**src/rtl/ex_mul_sequencer.sv**
```systemverilog
// Multi-cycle shift-add multiplier for MUL in the EX stage: one multiplier bit
// per cycle, WIDTH RUN cycles then one DONE cycle that presents the product.
// Ports: clk/rst_n (sync active-low), mul_EX/flush_EX (start/squash),
//   op_a_EX/op_b_EX (operands), stall_mul (pipeline freeze),
//   mul_done/mul_product (one-cycle product strobe, product held until next DONE).
module ex_mul_sequencer #(
  parameter int WIDTH = 64,
  parameter int CNT_W = 7
) (
  input  logic             clk,
  input  logic             rst_n,
  input  logic             mul_EX,
  input  logic             flush_EX,
  input  logic [WIDTH-1:0] op_a_EX,
  input  logic [WIDTH-1:0] op_b_EX,
  output logic             stall_mul,
  output logic             mul_done,
  output logic [WIDTH-1:0] mul_product
);

  typedef enum logic [1:0] {IDLE, RUN, DONE} state_t;

  state_t           state;
  logic [WIDTH-1:0] acc;
  logic [WIDTH-1:0] mcand;
  logic [WIDTH-1:0] mplier;
  logic [CNT_W-1:0] cnt;

  logic             start;
  logic             last_iter;
  logic [WIDTH-1:0] acc_next;

  // A flush in the same cycle as mul_EX squashes the MUL before it starts.
  assign start     = mul_EX & ~flush_EX;
  assign last_iter = (cnt == CNT_W'(WIDTH - 1));
  // Carry out of the accumulator is dropped: only the low WIDTH bits matter,
  // which also makes the result correct for two's-complement operands.
  assign acc_next  = mplier[0] ? (acc + mcand) : acc;

  // Low in DONE so the MUL leaves EX on the DONE edge.
  assign stall_mul = ((state == IDLE) & start) | (state == RUN);

  always_ff @(posedge clk) begin
    if (!rst_n) begin
      state       <= IDLE;
      acc         <= '0;
      mcand       <= '0;
      mplier      <= '0;
      cnt         <= '0;
      mul_done    <= 1'b0;
      mul_product <= '0;
    end else begin
      mul_done <= 1'b0;
      case (state)
        IDLE: begin
          if (start) begin
            mcand  <= op_a_EX;
            mplier <= op_b_EX;
            acc    <= '0;
            cnt    <= '0;
            state  <= RUN;
          end
        end
        RUN: begin
          if (flush_EX) begin
            // Abandon the operation; mul_product keeps its previous value.
            state <= IDLE;
          end else begin
            acc    <= acc_next;
            mcand  <= mcand << 1;
            mplier <= mplier >> 1;
            cnt    <= cnt + 1'b1;
            if (last_iter) begin
              // Capture the accumulator including the final iteration's add.
              mul_product <= acc_next;
              mul_done    <= 1'b1;
              state       <= DONE;
            end
          end
        end
        DONE: begin
          // mul_EX is still high for the instruction leaving EX; ignore it.
          state <= IDLE;
        end
        default: state <= IDLE;
      endcase
    end
  end

endmodule

```
**config.mk**
```make
export PLATFORM = sky130hd
export DESIGN_NAME = ex_mul_sequencer
export DESIGN_NICKNAME = d
export VERILOG_FILES = /design/src/rtl/ex_mul_sequencer.sv
export SDC_FILE = /design/constraint.sdc
export NUM_CORES = 1
export LEC_CHECK = 0
export CAP_MARGIN = 20
export CORE_MARGIN = 1
export CORE_UTILIZATION = 45
export DETAILED_ROUTE_END_ITERATION = 8
export GPL_TIMING_DRIVEN = 0
export MAX_ROUTING_LAYER = met4
export PLACE_DENSITY_LB_ADDON = 0.15
export REMOVE_ABC_BUFFERS = 1
export SKIP_CTS_REPAIR_TIMING = 1
export SLEW_MARGIN = 25
export SYNTH_ARGS = -nofsm -noshare
export SYNTH_HDL_FRONTEND = slang
export SYNTH_SLANG_ARGS = --single-unit
```
**constraint.sdc**
```tcl
create_clock -name clk -period 3.2 [get_ports clk]
set_input_delay 0.64 -clock clk [delete_from_list [all_inputs] [get_ports clk]]
set_output_delay 0.64 -clock clk [all_outputs]
set_load 0.05 [all_outputs]
```
==> flow_metrics.tcl <==
set metrics [dict create \
    firstDrtPassIters 6 \
    synth_cell_types 69 \
    hold_viol 0 \
    num_antenna_cells 0 \
    p_seq_share_pct 42.8 \
    fin_crit_sh_pct 104 \
    nNetsFinal 2115 \
    tritoncts "done" \
    antenna_found_initial 0 \
    powerDensity_nw_per_um2 434 \
    cts.sinks 266 \
    synth-seq-cells 266 \
    synthFlopType "dfxtp_1" \
    dpl-instance-area_um2 17700 \
    routed_via_density 5.72 \
    numCtsBuffers 30 \
    yosys_warnings 0 \
    syn_area_um2 15400 \
    finalCriticalPeriod_ns 3.34 \
    skew_ns 0.0192 \
    cap_violations 0 \
    num-fill-cells 3021 \
    place_congestion 0.915 \
    crit_fanout 5 \
    synth_edf_count 0 \
    ys_seq_area_share_pct 34.7 \
    hold_ws_ns 0.464 \
    ant_nets 0 \
    htreeDepth 1 \
    ir_worst_vdd_mv 0.496 \
    fmax_mhz 300 \
    setup_viol 5 \
    tns_ns -0.346 \
    drt_iter0_drc 849 \
    synth_area_leaders "dfxtp_1 35%, mux2i_1 9.6%, o211a_1 9.2%" \
    rsz0062_at_grt "true" \
    grt_first_pass_wirelength_um 66900 \
    std_cell_rows 67 \
    cts-root-buf "clkbuf_16" \
    grt_pass1_vias 12850 \
    swShare_pct 25.2 \
    fin_cells 2389 \
    fin_area_um2 19200 \
    syn_inst 1808 \
    async_flop_share_pct 0 \
    pin_count 198 \
    io_buffers 197 \
    clkPwrFrac_pct 44.3 \
    tightest_slew_ns 1.05 \
    coreArea_um2 33500 \
    yosysTopAreaCell "dfxtp_1" \
    final_util_pct 57.4 \
    clk_pin_slew_ns 0.06 \
    setup_slack_ns -0.139 \
    required_ns 3.68 \
    drive_above_1_share_pct 8.29 \
    die_area_um2 34900 \
    status "finished with violations" \
    yosysMostFrequentCell "dfxtp_1" \
    power_frac_comb_pct 12.9 \
    place_inst 2323 \
    post_drt_wl_per_cell_um 17.6 \
    area_delta_synth_final_pct 25.2 \
    failed_checks "setup timing" \
    synth.top_cell.area_share_pct 34.7 \
    die_w_um 187 \
    wirelength_um 42100 \
    start_util_pct 45.8 \
    internal_power_uw 6250 \
    grt.overflow.total 0 \
    worstSetupPathType "register to register" \
    drcViolationCount 0 \
    vias 13661 \
    grt_max_degree 122 \
    insertion_delay_ns 0.57 \
    p_leak_uw 0.00932 \
    slew_viol_final 0 \
    switchingPower_uw 2110 \
    netlist_top_cells_count "266 x dfxtp_1, 251 x nand2_1, 147 x mux2i_1" \
    arrival_ns 3.82 \
    slew_headroom_pct 29.2 \
    dieHeight_um 187 \
    hpwl_um 29600 \
    start_kind "register" \
    grt.total_usage_pct 23.8 \
    cp-end-kind "register" \
    ctsLongestPathBuffers 3 \
    synth.avg_cell_area_um2 8.49 \
    hold_class "register to register" \
]
==> state kept, by name, indices dropped and copies added, names as in the netlist <==
name	cells
acc	64
cnt	7
mcand	64
mplier	64
mul_done	1
mul_product	64
state	2
==> worst max-delay path, stage by stage (launching register included) <==
cell	delay [ns]
dfxtp_2	0.36
ha_4	0.15
inv_2	0.04
fa_2	0.33
nand2b_4	0.16
a21oi_4	0.21
o21ai_4	0.11
a2111oi_4	0.45
o2111ai_2	0.29
a2111oi_4	0.47
nor2_4	0.08
or4_1	0.47
a31oi_1	0.13
==> power by group through the flow <==
stage	logic, uW	clock network [uW]	registers [uW]
finish	1070	3700	3570
global route	1180	3930	3590
detailed placement	1060	0	3640
floorplan	734	0	3610
CTS	1060	3770	3570
global placement	1130	0	3660
==> cells in the final DEF (no fill, tap or decap), drive strengths merged, types with 5 or more instances in the layout <==
master	instances
a21boi	9
a211o	6
or3	18
nor2	79
mux2i	147
xnor2	32
and2	36
nor4	5
and3	7
nand3	34
dfxtp	266
o211a	141
o21ai	127
nand4	33
o211ai	22
bufinv	5
clkbuf	39
inv	24
a21o	38
buf	24
a21oi	120
xor2	28
nand2b	13
nand2	251
a22o	6
ha	64
a211oi	17
o21bai	15
nor3	17
a2111oi	7
clkdlybuf4s50	196
o21a	12
nor2b	19
a31oi	21
a22oi	6
clkinv	10
or2	8
==> metal layers <==
metal / share of wire [%] / track usage [%] / up-vias
li1: - / - / 6815
met1: 47 / 32.2 / 6433
met2: 44 / 36.5 / 354
met3: 6.3 / 4.61 / 59
met4: 2.3 / 5.42 / 0
met5: 0 / - / -
==> cells by family (layout without fill, tap and decap cells) <==
family,Yosys count,in the layout,share of synthesized area (%)
DFF,266,266,34.7
adders and majority gates,65,65,5.34
and+or+nand+nor,530,531,16.0
AOI/OAI and AO/OA,571,571,26.8
muxes,148,148,9.65
buffers and inverters,168,300,4.17
xor gates and xnor gates,60,60,3.42
==> area by class of cell <==
cell class	count	area (um2)	area share, %
multi-input cells	1375	9800	50.9
flip-flops and latches	266	5330	27.7
repair buffers	220	2370	12.3
clock buffers	39	855	4.44
well taps	448	561	2.91
clock inverters	16	221	1.15
inverters	25	95.1	0.494
==> path summary, 6_finish.rpt <==
check	from	end	slack (ns)	depth (start not counted)
worst min register to register	mul_product[1]$_SDFFE_PN0P_	mul_product[1]$_SDFFE_PN0P_	0.46	2
worst max register to register	mcand[0]$_SDFFE_PN0P_	acc[54]$_SDFFE_PN0P_	-0.14	12
worst max-delay path	mcand[0]$_SDFFE_PN0P_	acc[54]$_SDFFE_PN0P_	-0.14	12
worst min-delay path	mul_product[1]$_SDFFE_PN0P_	mul_product[1]$_SDFFE_PN0P_	0.46	2
==> stage by stage <==
stage | total power, uW | setup slack [ns]
4_1_cts | 8410 | -0.570
3_3_place_gp | 4790 | -10.71
6_report | 8350 | -0.139
2_1_floorplan | 4340 | -7.03
3_5_place_dp | 4700 | -0.601
5_1_grt | 8700 | -0.275
No activity file was read; power rests on OpenSTA's default activity.
